==> config.mk <==
export PLATFORM = sky130hd
export DESIGN_NAME = fx_link_ctrl
export DESIGN_NICKNAME = d
export VERILOG_FILES = /design/src/rtl/fx_ctrl_pkg.sv /design/src/rtl/setting_sync.sv /design/src/rtl/fx_link_ctrl.sv
export SDC_FILE = /design/constraint.sdc
export NUM_CORES = 1
export LEC_CHECK = 0
export ABC_AREA = 1
export CAP_MARGIN = 15
export CORE_AREA = 2 2 68 70
export CTS_CLUSTER_DIAMETER = 30
export DETAILED_ROUTE_END_ITERATION = 7
export DIE_AREA = 0 0 70 72
export DONT_BUFFER_PORTS = 1
export PLACE_DENSITY = 0.73
export SYNTH_ARGS = -nofsm -noshare
export SYNTH_HDL_FRONTEND = slang
export SYNTH_SLANG_ARGS = --single-unit
==> constraint.sdc <==
create_clock -name sclk_i -period 4.6 [get_ports sclk_i]
set_input_delay 0.69 -clock sclk_i [delete_from_list [all_inputs] [get_ports sclk_i]]
set_output_delay 0.69 -clock sclk_i [all_outputs]
set_load 0.01 [all_outputs]
==> src/rtl/fx_ctrl_pkg.sv <==
// Shared types and default constants for the fx_link_ctrl I2S link supervisor.
package fx_ctrl_pkg;

   typedef enum logic [1:0] {
      StSync,
      StRun,
      StFault,
      StRecover
   } link_state_e;

   typedef logic [3:0] setting_t;

   localparam int unsigned DefWidth          = 16;
   localparam int unsigned DefWdogCycles     = 64;
   localparam int unsigned DefRecoverCycles  = 8;
   localparam int unsigned DefDebounceFrames = 4;

   localparam setting_t SettingRst = 4'h1;

endpackage

==> src/rtl/setting_sync.sv <==
// Two-flop synchronizer for one 4-bit switch setting, with optional frame-based debounce
// enabled by the FX_PARAM_DEBOUNCE_EN macro.
module setting_sync
   import fx_ctrl_pkg::*;
`ifdef FX_PARAM_DEBOUNCE_EN
#(
   parameter int unsigned DEBOUNCE_FRAMES = DefDebounceFrames
)
`endif
(
   input  logic     clk_i,
   input  logic     rst_ni,
`ifdef FX_PARAM_DEBOUNCE_EN
   input  logic     accept_i,
`endif
   input  setting_t raw_i,
   output setting_t cand_o
);

   setting_t meta_q, sync_q;

   always_ff @(posedge clk_i or negedge rst_ni) begin
      if (!rst_ni) begin
         meta_q <= SettingRst;
         sync_q <= SettingRst;
      end else begin
         meta_q <= raw_i;
         sync_q <= meta_q;
      end
   end

`ifdef FX_PARAM_DEBOUNCE_EN
   localparam int unsigned CntW = $clog2(DEBOUNCE_FRAMES + 1);

   logic [CntW-1:0] cnt_q, cnt_d;
   setting_t        last_q, last_d;
   setting_t        cand_q, cand_d;

   always_comb begin
      cnt_d  = cnt_q;
      last_d = last_q;
      cand_d = cand_q;
      if (accept_i) begin
         last_d = sync_q;
         if (sync_q != last_q) begin
            cnt_d = CntW'(1);
         end else if (cnt_q < CntW'(DEBOUNCE_FRAMES)) begin
            cnt_d = cnt_q + 1'b1;
         end
         if (cnt_d >= CntW'(DEBOUNCE_FRAMES)) begin
            cand_d = sync_q;
         end
      end
   end

   always_ff @(posedge clk_i or negedge rst_ni) begin
      if (!rst_ni) begin
         cnt_q  <= '0;
         last_q <= SettingRst;
         cand_q <= SettingRst;
      end else begin
         cnt_q  <= cnt_d;
         last_q <= last_d;
         cand_q <= cand_d;
      end
   end

   // Combinational so the frame start that completes the run can apply it at once.
   assign cand_o = cand_d;
`else
   assign cand_o = sync_q;
`endif

endmodule

==> src/rtl/fx_link_ctrl.sv <==
// I2S link supervisor: frame-length check, ws watchdog, fault/recover sequencing and
// frame-aligned effect-parameter updates. FX_PARAM_DEBOUNCE_EN enables setting debounce.
module fx_link_ctrl
   import fx_ctrl_pkg::*;
#(
   parameter int unsigned WIDTH           = DefWidth,
   parameter int unsigned WDOG_CYCLES     = DefWdogCycles,
   parameter int unsigned RECOVER_CYCLES  = DefRecoverCycles,
   parameter int unsigned DEBOUNCE_FRAMES = DefDebounceFrames
) (
   input  logic       sclk_i,
   input  logic       rst_n_i,
   input  logic       ws_i,
   input  logic [3:0] freqSetting_i,
   input  logic [3:0] scaleFactor_i,
   output logic [3:0] freq_o,
   output logic [3:0] scale_o,
   output logic       paramUpdate_o,
   output logic       frameStart_o,
   output logic       errorLED,
   output logic       rstI2S_n
);

   localparam int unsigned FrameLast = 2 * WIDTH - 1;
   localparam int unsigned FrameCntW = $clog2(2 * WIDTH + 1);
   localparam int unsigned WdogW     = $clog2(WDOG_CYCLES + 1);
   localparam int unsigned RecW      = $clog2(RECOVER_CYCLES + 1);

   link_state_e          state_q, state_d;
   logic                 ws_q;
   logic [FrameCntW-1:0] frame_cnt_q, frame_cnt_d;
   logic [WdogW-1:0]     wdog_q, wdog_d;
   logic [RecW-1:0]      rec_q, rec_d;
   setting_t             freq_q, freq_d, scale_q, scale_d;
   logic                 upd_q, upd_d, fs_q, fs_d, err_q, err_d, rst_i2s_q, rst_i2s_d;
   setting_t             freq_cand, scale_cand;
   logic                 ws_fall, ws_edge, wdog_hit;

   setting_sync u_freq_sync (
      .clk_i    (sclk_i),
      .rst_ni   (rst_n_i),
`ifdef FX_PARAM_DEBOUNCE_EN
      .accept_i (fs_d),
`endif
      .raw_i    (freqSetting_i),
      .cand_o   (freq_cand)
   );

   setting_sync u_scale_sync (
      .clk_i    (sclk_i),
      .rst_ni   (rst_n_i),
`ifdef FX_PARAM_DEBOUNCE_EN
      .accept_i (fs_d),
`endif
      .raw_i    (scaleFactor_i),
      .cand_o   (scale_cand)
   );

   assign ws_fall  = ws_q & ~ws_i;
   assign ws_edge  = ws_q ^ ws_i;
   assign wdog_hit = !ws_edge && (wdog_q >= WdogW'(WDOG_CYCLES - 1));

   always_comb begin
      state_d     = state_q;
      frame_cnt_d = (frame_cnt_q == '1) ? frame_cnt_q : frame_cnt_q + 1'b1;
      if (ws_edge) begin
         wdog_d = '0;
      end else if (wdog_q >= WdogW'(WDOG_CYCLES)) begin
         wdog_d = wdog_q;
      end else begin
         wdog_d = wdog_q + 1'b1;
      end
      rec_d   = rec_q;
      freq_d  = freq_q;
      scale_d = scale_q;
      upd_d   = 1'b0;
      fs_d    = 1'b0;
      err_d   = err_q;

      unique case (state_q)
         StSync: begin
            if (wdog_hit) begin
               state_d = StFault;
            end else if (ws_fall) begin
               state_d     = StRun;
               frame_cnt_d = '0;
               fs_d        = 1'b1;
            end
         end
         StRun: begin
            if (wdog_hit) begin
               state_d = StFault;
            end else if (ws_fall) begin
               // A length fault at a frame start suppresses the pulse and any update.
               if (frame_cnt_q != FrameCntW'(FrameLast)) begin
                  state_d = StFault;
               end else begin
                  frame_cnt_d = '0;
                  fs_d        = 1'b1;
                  if ((freq_cand != freq_q) || (scale_cand != scale_q)) begin
                     freq_d  = freq_cand;
                     scale_d = scale_cand;
                     upd_d   = 1'b1;
                  end
               end
            end
         end
         StFault: begin
            state_d = StRecover;
            rec_d   = rec_q + 1'b1;
         end
         StRecover: begin
            // FAULT already holds rstI2S_n low for the first of the RECOVER_CYCLES.
            if (rec_q >= RecW'(RECOVER_CYCLES - 1)) begin
               state_d = StSync;
            end else begin
               rec_d = rec_q + 1'b1;
            end
         end
         default: state_d = StSync;
      endcase

      if ((state_q == StFault) || (state_q == StRecover)) begin
         wdog_d = '0;
      end
      if (state_d == StFault) begin
         err_d = 1'b1;
         rec_d = '0;
      end
      rst_i2s_d = !((state_d == StFault) || (state_d == StRecover));
   end

   always_ff @(posedge sclk_i or negedge rst_n_i) begin
      if (!rst_n_i) begin
         state_q     <= StSync;
         ws_q        <= 1'b0;
         frame_cnt_q <= '0;
         wdog_q      <= '0;
         rec_q       <= '0;
         freq_q      <= SettingRst;
         scale_q     <= SettingRst;
         upd_q       <= 1'b0;
         fs_q        <= 1'b0;
         err_q       <= 1'b0;
         rst_i2s_q   <= 1'b0;
      end else begin
         state_q     <= state_d;
         ws_q        <= ws_i;
         frame_cnt_q <= frame_cnt_d;
         wdog_q      <= wdog_d;
         rec_q       <= rec_d;
         freq_q      <= freq_d;
         scale_q     <= scale_d;
         upd_q       <= upd_d;
         fs_q        <= fs_d;
         err_q       <= err_d;
         rst_i2s_q   <= rst_i2s_d;
      end
   end

   assign freq_o        = freq_q;
   assign scale_o       = scale_q;
   assign paramUpdate_o = upd_q;
   assign frameStart_o  = fs_q;
   assign errorLED      = err_q;
   assign rstI2S_n      = rst_i2s_q;

endmodule

==> results.ini, run 1 <==
[run_status]
status=complete, no violations

[timing]
maxSlewHeadroom_pct=80.0
setup-tns-final_ps=0
slew_violations=0
fin_crit_ps=1630
rsz0062_at_grt=no
hold_viol=0
post-route-worst-setup-slack_ps=2970
setup_viol=0
finalCritPeriodShare_pct=35.3
fin_skew_ps=3.64
worst_pin_slew_ps=298
fmax_mhz=615

[clocking]
numCtsBuffers=5
cts_tree=built
post_cts_buffers=0
cts_hold_buf=0
worstSkewPairLatency_ps=300
cts_root_buf=clkbuf_8
cts_resized=0
clock_path_buffers=2
htree_levels=2
clk_pin_slew_ps=90
cts_sinks=48

[floorplan]
num_rows=24
die_x_um=70
floorplan.initialDensity_pct=48.9
die_area_um2=5040
coreArea_um2=4260
fp.dieH_um=72
num_io_pins=23

[synth]
syn-num-nets=217
netlist.top_cell.by_area=dfrtp_1
yosys_register_bits=48
synth_top_area_share_pct=50.4
avgSynthCellArea_um2=10.3
syn_area_um2=2080
yosys_warnings=0
ys_types=31
syn_inst=202
ys_seq_area_share_pct=58.0
synth.area.top_cells=dfrtp_1 50%, dfstp_2 7.6%, nand2_1 6.8%, nand2_2 4.8%, xor2_1 4.6%

[global_route]
grt_max_degree=49
gr-max-usage-layer=met2
track_usage_pct=14.7
grtUsageMet1_pct=18.4
grt_pass1_vias=1284
grt_overflow=0
grt_first_pass_wirelength_mm=5.69
grt_util_met3_pct=3.89
antenna_found_initial=0
use_met2_pct=23.7

[drt]
avgRoutedWirePerCell_um=12.2
drtAntennaViolNets=0
initialDrtViolationCount=71
routed_wl_mm=3.19
drt-vias-per-instance=4.85
firstDrtPassIters=4
dr_total_vias=1271
drc_errors=0

[final_layout]
diodes=0
drive_gt1_share_pct=23.3
n_fill_cell=384
seq_area_um2=1210
final_cell_mix=42 x dfrtp_1, 38 x nand2_1, 21 x nor2_1
layout_commonest_cell=dfrtp_1
area_growth_pct=8.46
multi_input_area_um2=777
nets=224

[pwr]
power-per-cell-area_nw_per_um2=523
leakagePower_nw=1.12
ir_drop_v=0.000323

[critical_path]
required_ps=4780
path_cells=ha_1, nand2_1, inv_1, nand2_2, nand3_2, a21oi_4, nor3b_4, nor2_1
cp-end-kind=flip-flop
path_class=flip-flop to flip-flop
startpoint_type=flip-flop
cp_data_arrival_time_ps=1800
path_max_fanout=5
r2r_start=wdog_q[1]
r2r-end=frame_cnt_q[0]
ff2ff_path_depth=8
regToRegSetupSlack_ps=2970
max_stage_delay_ps=410
critPathSlowestCell=dfrtp_1

[job]
max_cap_viol_count=0

[worst_hold_path]
hp-class=input pin to asynchronous set/reset pin

[placement]
dp_hpwl_mm=2.32
io_buffers=0
dp_worst_setup_slack_ps=2780
gp_congestion=0.842

[worst max-delay path by stage]
stage                     endpoint            from  cells past startpoint  slack, ps
global route            scale_o[3]  frame_cnt_q[0]                     11       2810
global placement         wdog_q[5]            ws_i                      9       2790
CTS                 frame_cnt_q[0]       wdog_q[1]                      8       2960
finish              frame_cnt_q[0]       wdog_q[1]                      8       2970
floorplan                 rec_q[2]            ws_i                      9       2850
detailed placement       wdog_q[5]            ws_i                      9       2780
[cell families (layout without fill, tap and decap cells)]
kind of cell / after synthesis / after routing / share of synthesized area (%)
AND/OR/NAND/NOR: 96 / 96 / 23.4
XOR/XNOR: 11 / 11 / 4.62
adder cells (fa/ha/maj): 4 / 4 / 2.40
buffers and inverters: 23 / 31 / 4.74
multiplexers: 1 / 1 / 0.480
AO/OA/AOI/OAI: 19 / 19 / 6.36
flip-flops: 48 / 48 / 58.0
[report_power, final]
group	switching (mW)	total, mW	internal [mW]
logic	0.177	0.292	0.115
registers	0.0848	0.595	0.510
clock network	0.135	0.296	0.161
[cells in the mapped netlist, drive strengths merged]
master and count:
inv 19, o21ai 4, nor3b 2, a21o 1, nand3 9, a21oi 11, clkinv 4, mux2i 1
o211ai 1, o21bai 1, nor3 3, dfrtp 42, ha 4, dfstp 6, nand2 55, o221ai 1
and3 1, xor2 11, nor2 26
[per-stage QoR]
step / std cells / hold WS [ps] / power [mW] / instance area (µm²) / util (%)
global route: 262 / 56.5 / 1.27 / 2260 / 53.0
finish: 262 / 76.2 / 1.18 / 2260 / 53.0
detailed placement: 254 / 335 / 0.898 / 2150 / 50.4
global placement: 254 / 332 / 0.889 / 2150 / 50.4
CTS: 262 / 62.9 / 1.20 / 2260 / 53.0
floorplan: 202 / 331 / 0.836 / 2080 / -
[state kept, by name, summed over array words and instances, names as in the netlist]
register,count
state_q,2
u_freq_sync.meta_q,4
wdog_q,7
u_scale_sync.cand_o,4
ws_q,1
scale_o,4
errorLED,1
u_scale_sync.meta_q,4
rstI2S_n,1
u_freq_sync.cand_o,4
paramUpdate_o,1
freq_o,4
frame_cnt_q,6
frameStart_o,1
rec_q,4
[area by class of cell]
type                       count  share of cell area (%)
clock buffer                   5                    3.04
multi-input combinational    131                    34.4
clock inverter                 3                    1.88
tap                           52                    2.88
sequential                    48                    53.5
inverter                      23                    4.37
[per-layer routing]
| layer | part of all wire [%] | routed length (µm) |
|---|---|---|
| met4 | 2.3 | 73 |
| met5 | 0 | 0 |
| met1 | 46 | 1480 |
| met2 | 47 | 1510 |
| met3 | 3.9 | 124 |
[worst max-delay path, delay by kind of cell, from the launching register on]
family	cells	cell delay (ps)
and+or+nand+nor	5	650
DFF	1	410
adders and majority gates	1	200
AOI/OAI and AO/OA	1	190
buffers and inverters	1	60
No activity file was read; power rests on OpenSTA's default activity.
==> inputs of run 2 (changes only) <==
--- a/config.mk
+++ b/config.mk
@@ -12,7 +12,7 @@
 export DETAILED_ROUTE_END_ITERATION = 7
 export DIE_AREA = 0 0 70 72
 export DONT_BUFFER_PORTS = 1
-export PLACE_DENSITY = 0.73
+export PLACE_DENSITY = 0.76
 export SYNTH_ARGS = -nofsm -noshare
 export SYNTH_HDL_FRONTEND = slang
 export SYNTH_SLANG_ARGS = --single-unit
==> constraint.sdc (replaced) <==
create_clock -name sclk_i -period 1.4 [get_ports sclk_i]
set_input_delay 0.21 -clock sclk_i [delete_from_list [all_inputs] [get_ports sclk_i]]
set_output_delay 0.21 -clock sclk_i [all_outputs]
set_load 0.01 [all_outputs]
==> results.ini, run 2 (synthesis results as in run 1) <==
[final_layout]
final_cell_mix=42 x dfrtp_1, 33 x buf_4, 31 x nand2_1
seq_area_um2=1210
multi_input_area_um2=912
final_cells=309
nets=271
n_fill_cell=321
layout_commonest_cell=dfrtp_1
largest_register_ffs=7
drive_gt1_share_pct=42.4
finish.utilization_pct=65.6
diodes=0
area_growth_pct=34.1
top_regs=wdog_q (7), frame_cnt_q (6)
final_area_um2=2800
largest_register=wdog_q

[timing]
whs_ps=333
rsz0062_at_grt=yes
fin_skew_ps=9.03
fin_crit_ps=1580
maxSlewHeadroom_pct=79.1
fmax_mhz=635
hold_viol=0
post-route-worst-setup-slack_ps=-175
finalCritPeriodShare_pct=113
worst_pin_slew_ps=314
setup_viol=23
slew_violations=0

[placement]
placed_area_um2=2340
gp_congestion=0.771
dp_hpwl_mm=2.55
dp_worst_setup_slack_ps=-203
dp.cells=278
io_buffers=0

[critical_path]
required_ps=1640
regToRegSetupSlack_ps=-180
cp-end-kind=flip-flop
path_max_fanout=4
r2r-end=rec_q[2]
ff2ff_path_depth=11
cp_data_arrival_time_ps=1820
r2r_start=wdog_q[1]
path_class=flip-flop to flip-flop
startpoint_type=flip-flop

[global_route]
grt_pass1_vias=1484
antenna_found_initial=0
grt_first_pass_wirelength_mm=6.78
track_usage_pct=17.4
grt_max_degree=49
grt_overflow=0

[drt]
dr_total_vias=1489
firstDrtPassIters=4
drc_errors=0
drtAntennaViolNets=0
initialDrtViolationCount=61
drt-vias-per-instance=4.82
routed_wl_mm=4.01
avgRoutedWirePerCell_um=13.0

[clocking]
cts_root_buf=clkbuf_8
cts_tree=built
clock_path_buffers=2
worstSkewPairLatency_ps=300
clk_pin_slew_ps=90
htree_levels=2
numCtsBuffers=5
cts_sinks=48

[floorplan]
coreArea_um2=4260
die_x_um=70
fp.dieH_um=72
die_area_um2=5040
floorplan.initialDensity_pct=48.9
num_io_pins=23
num_rows=24

[job]
max_cap_viol_count=0

[run_status]
status=complete, but fails checks
violations=setup timing

[worst_hold_path]
hp-class=input pin to flip-flop
worstHoldPathCells=4
hp-start=ws_i
hold_end=state_q[0]

[pwr]
ir_drop_v=0.00106
leakagePower_nw=1.40
power-per-cell-area_nw_per_um2=1540

[run 2: cell type report]
type / count / share of cell area (%)
Multi-Input combinational cell: 131 / 32.6
Clock inverter: 2 / 0.537
Timing Repair Buffer: 47 / 14.6
Inverter: 23 / 3.67
Clock buffer: 6 / 2.95
Sequential cell: 48 / 43.2
Tap cell: 52 / 2.33
[run 2: worst max-delay path by stage]
stage              start        endpoint  slack (ps)  cells past startpoint
2_1_floorplan  wdog_q[1]  frame_cnt_q[0]         -60                      8
3_3_place_gp   wdog_q[1]  frame_cnt_q[4]        -180                      8
3_5_place_dp   wdog_q[1]  frame_cnt_q[4]        -200                      8
4_1_cts        wdog_q[1]  frame_cnt_q[4]        -160                      8
5_1_grt        wdog_q[1]        rec_q[2]        -300                     11
6_report       wdog_q[1]        rec_q[2]        -180                     11
[run 2: repair_timing]
action | in CTS | in global routing
endpoints found under the setup margin | 23 | 27
buffers inserted | 7 | 5
endpoints found under the hold margin | 57 | 0
pin swaps | 14 | 13
gates resized for setup | 24 | 11
hold buffers | 11 | 0
[run 2: through the flow]
stage	power, mW	setup TNS, ps
after detailed placement	3.16	-2660
final	4.30	-2450
after CTS	4.20	-2270
after global routing	4.61	-5190
after global placement	3.10	-1800
after floorplan	2.76	-284
[run 2: layer usage]
metal	global-route usage [%]	up-vias	part of all wire, %
met3	4.44	10	2.8
met1	22.5	707	44
met5	0	-	0
li1	-	746	-
met4	7.05	0	2.2
met2	28.4	26	51
[run 2: worst max-delay path, cell delays in order (launching register included)]
cell,delay (ps)
dfrtp_1,400
ha_2,200
nand2_2,80
inv_2,50
nand2_2,90
nand3_4,100
buf_6,140
nand2_4,70
nand2_4,60
a21oi_4,180
nor2_2,70
nor2_1,80
[run 2: where the power goes]
part | total [mW] | internal, mW | switching [mW]
combinational | 1.54 | 0.691 | 0.844
sequential | 1.91 | 1.67 | 0.238
clock | 0.854 | 0.400 | 0.455
==> inputs of run 3 (changes only) <==
--- a/config.mk
+++ b/config.mk
@@ -12,7 +12,7 @@
 export DETAILED_ROUTE_END_ITERATION = 7
 export DIE_AREA = 0 0 70 72
 export DONT_BUFFER_PORTS = 1
-export PLACE_DENSITY = 0.76
+export PLACE_DENSITY = 0.66
 export SYNTH_ARGS = -nofsm -noshare
 export SYNTH_HDL_FRONTEND = slang
 export SYNTH_SLANG_ARGS = --single-unit
==> results.ini, run 3 (synthesis results as in run 1) <==
[run_status]
status=complete, but fails checks
violations=setup timing

[clocking]
cts_sinks=48
htree_levels=2
clock_path_buffers=2
worstSkewPairLatency_ps=300
cts_root_buf=clkbuf_8
numCtsBuffers=5
clk_pin_slew_ps=90
cts_tree=built

[floorplan]
num_rows=24
num_io_pins=23
die_x_um=70
fp.dieH_um=72
coreArea_um2=4260
floorplan.initialDensity_pct=48.9
die_area_um2=5040

[final_layout]
top_regs=wdog_q (7), frame_cnt_q (6)
area_growth_pct=34.0
largest_register=wdog_q
diodes=0
layout_commonest_cell=dfrtp_1
final_cell_mix=42 x dfrtp_1, 37 x buf_4, 31 x nand2_1
largest_register_ffs=7
final_area_um2=2790
nets=274
n_fill_cell=348
drive_gt1_share_pct=41.5
final_cells=312

[timing]
slew_violations=0
fin_skew_ps=8.01
hold_viol=0
setup_viol=24
worst_pin_slew_ps=297
fin_crit_ps=1590
finalCritPeriodShare_pct=114
fmax_mhz=628
maxSlewHeadroom_pct=80.2
rsz0062_at_grt=yes
post-route-worst-setup-slack_ps=-192

[critical_path]
path_common_cell=nand2_2
cp_data_arrival_time_ps=1830
path_class=flip-flop to flip-flop
crit_path_start=frame_cnt_q[1]
path_cells=ha_4, inv_4, nor3_4, nand2_2, buf_4, nand2_2, nand2_2, a21oi_4, nor2_2, nor2_1
r2r-end=rec_q[2]
regToRegSetupSlack_ps=-190
max_stage_delay_ps=400
ff2ff_path_depth=10
critPathSlowestCell=dfrtp_1
crit_path_end=rec_q[2]
required_ps=1640
cp-end-kind=flip-flop
startpoint_type=flip-flop
r2r_start=frame_cnt_q[1]
path_max_fanout=4

[drt]
firstDrtPassIters=4
avgRoutedWirePerCell_um=12.8
dr_total_vias=1513
drc_errors=0
drtAntennaViolNets=0
initialDrtViolationCount=51
drt-vias-per-instance=4.85
routed_wl_mm=4.01

[global_route]
grt_overflow=0
track_usage_pct=16.9
grt_max_degree=49
grt_first_pass_wirelength_mm=6.66
grt_pass1_vias=1526
antenna_found_initial=0

[placement]
gp_congestion=0.778
dp_hpwl_mm=2.71
io_buffers=0
placed_area_um2=2390
dp.cells=284

[worst_hold_path]
hp-class=flip-flop to flip-flop

[pwr]
ir_drop_v=0.000964
finalPower_mw=4.49
power-per-cell-area_nw_per_um2=1610
leakagePower_nw=1.41

[job]
max_cap_viol_count=0

-- run 3: worst min path at each step --
stage	start	endpoint	slack [ps]	depth (start not counted)
floorplan	rst_n_i	errorLED	-90	0
global placement	rst_n_i	rec_q[1]	-80	0
detailed placement	rst_n_i	rec_q[1]	-80	0
CTS	u_freq_sync.meta_q[1]	u_freq_sync.cand_o[1]	350	0
global route	u_scale_sync.meta_q[2]	u_scale_sync.cand_o[2]	370	0
finish	u_freq_sync.meta_q[1]	u_freq_sync.cand_o[1]	350	0
-- run 3: metrics by stage --
step	utilization, %	TNS, ps	setup slack, ps	hold WS [ps]
after floorplan	-	-284	-56.9	-85.6
after global placement	56.0	-1760	-168	-84.4
after detailed placement	56.0	-2530	-197	-84.6
after CTS	63.2	-2340	-163	353
after global routing	65.5	-5530	-278	365
final	65.5	-3430	-192	347
-- run 3: area by class of cell --
class / instances / area, µm² / share of cell area, %
Sequential cell: 48 / 1210 / 43.3
Tap cell: 52 / 65.1 / 2.33
Timing Repair inverter: 1 / 8.76 / 0.314
Clock inverter: 2 / 38.8 / 1.39
Multi-Input combinational cell: 132 / 880 / 31.5
Inverter: 23 / 104 / 3.72
Timing Repair Buffer: 48 / 405 / 14.5
Clock buffer: 6 / 82.6 / 2.96
-- run 3: repair_timing --
action                     CTS  global route
cloned                       0             2
setup buffers                2             5
hold endpoints to repair    57             0
hold buffers                11             0
setup endpoints to repair   28            26
pin swaps                    6            11
resized for setup           12            13
-- run 3: per-layer routing --
layer	global-route usage [%]	routed length (µm)	part of all wire [%]
met3	4.44	138	3.4
met4	6.41	51	1.3
met1	19.8	1680	42
met5	0	0	0
met2	30.2	2140	53
-- run 3: worst max-delay path, delay by kind of cell, from the launching register on --
kind	cells	cell delay [ps]
AO/OA/AOI/OAI	1	190
flip-flops	1	400
AND/OR/NAND/NOR	6	590
adder cells (fa/ha/maj)	1	170
buffers and inverters	2	190
-- run 3: power by group --
part           switching, mW  leakage, nW  internal, mW
clock network          0.463       0.0614         0.584
logic                  0.798        0.764         0.718
registers              0.249        0.587          1.67
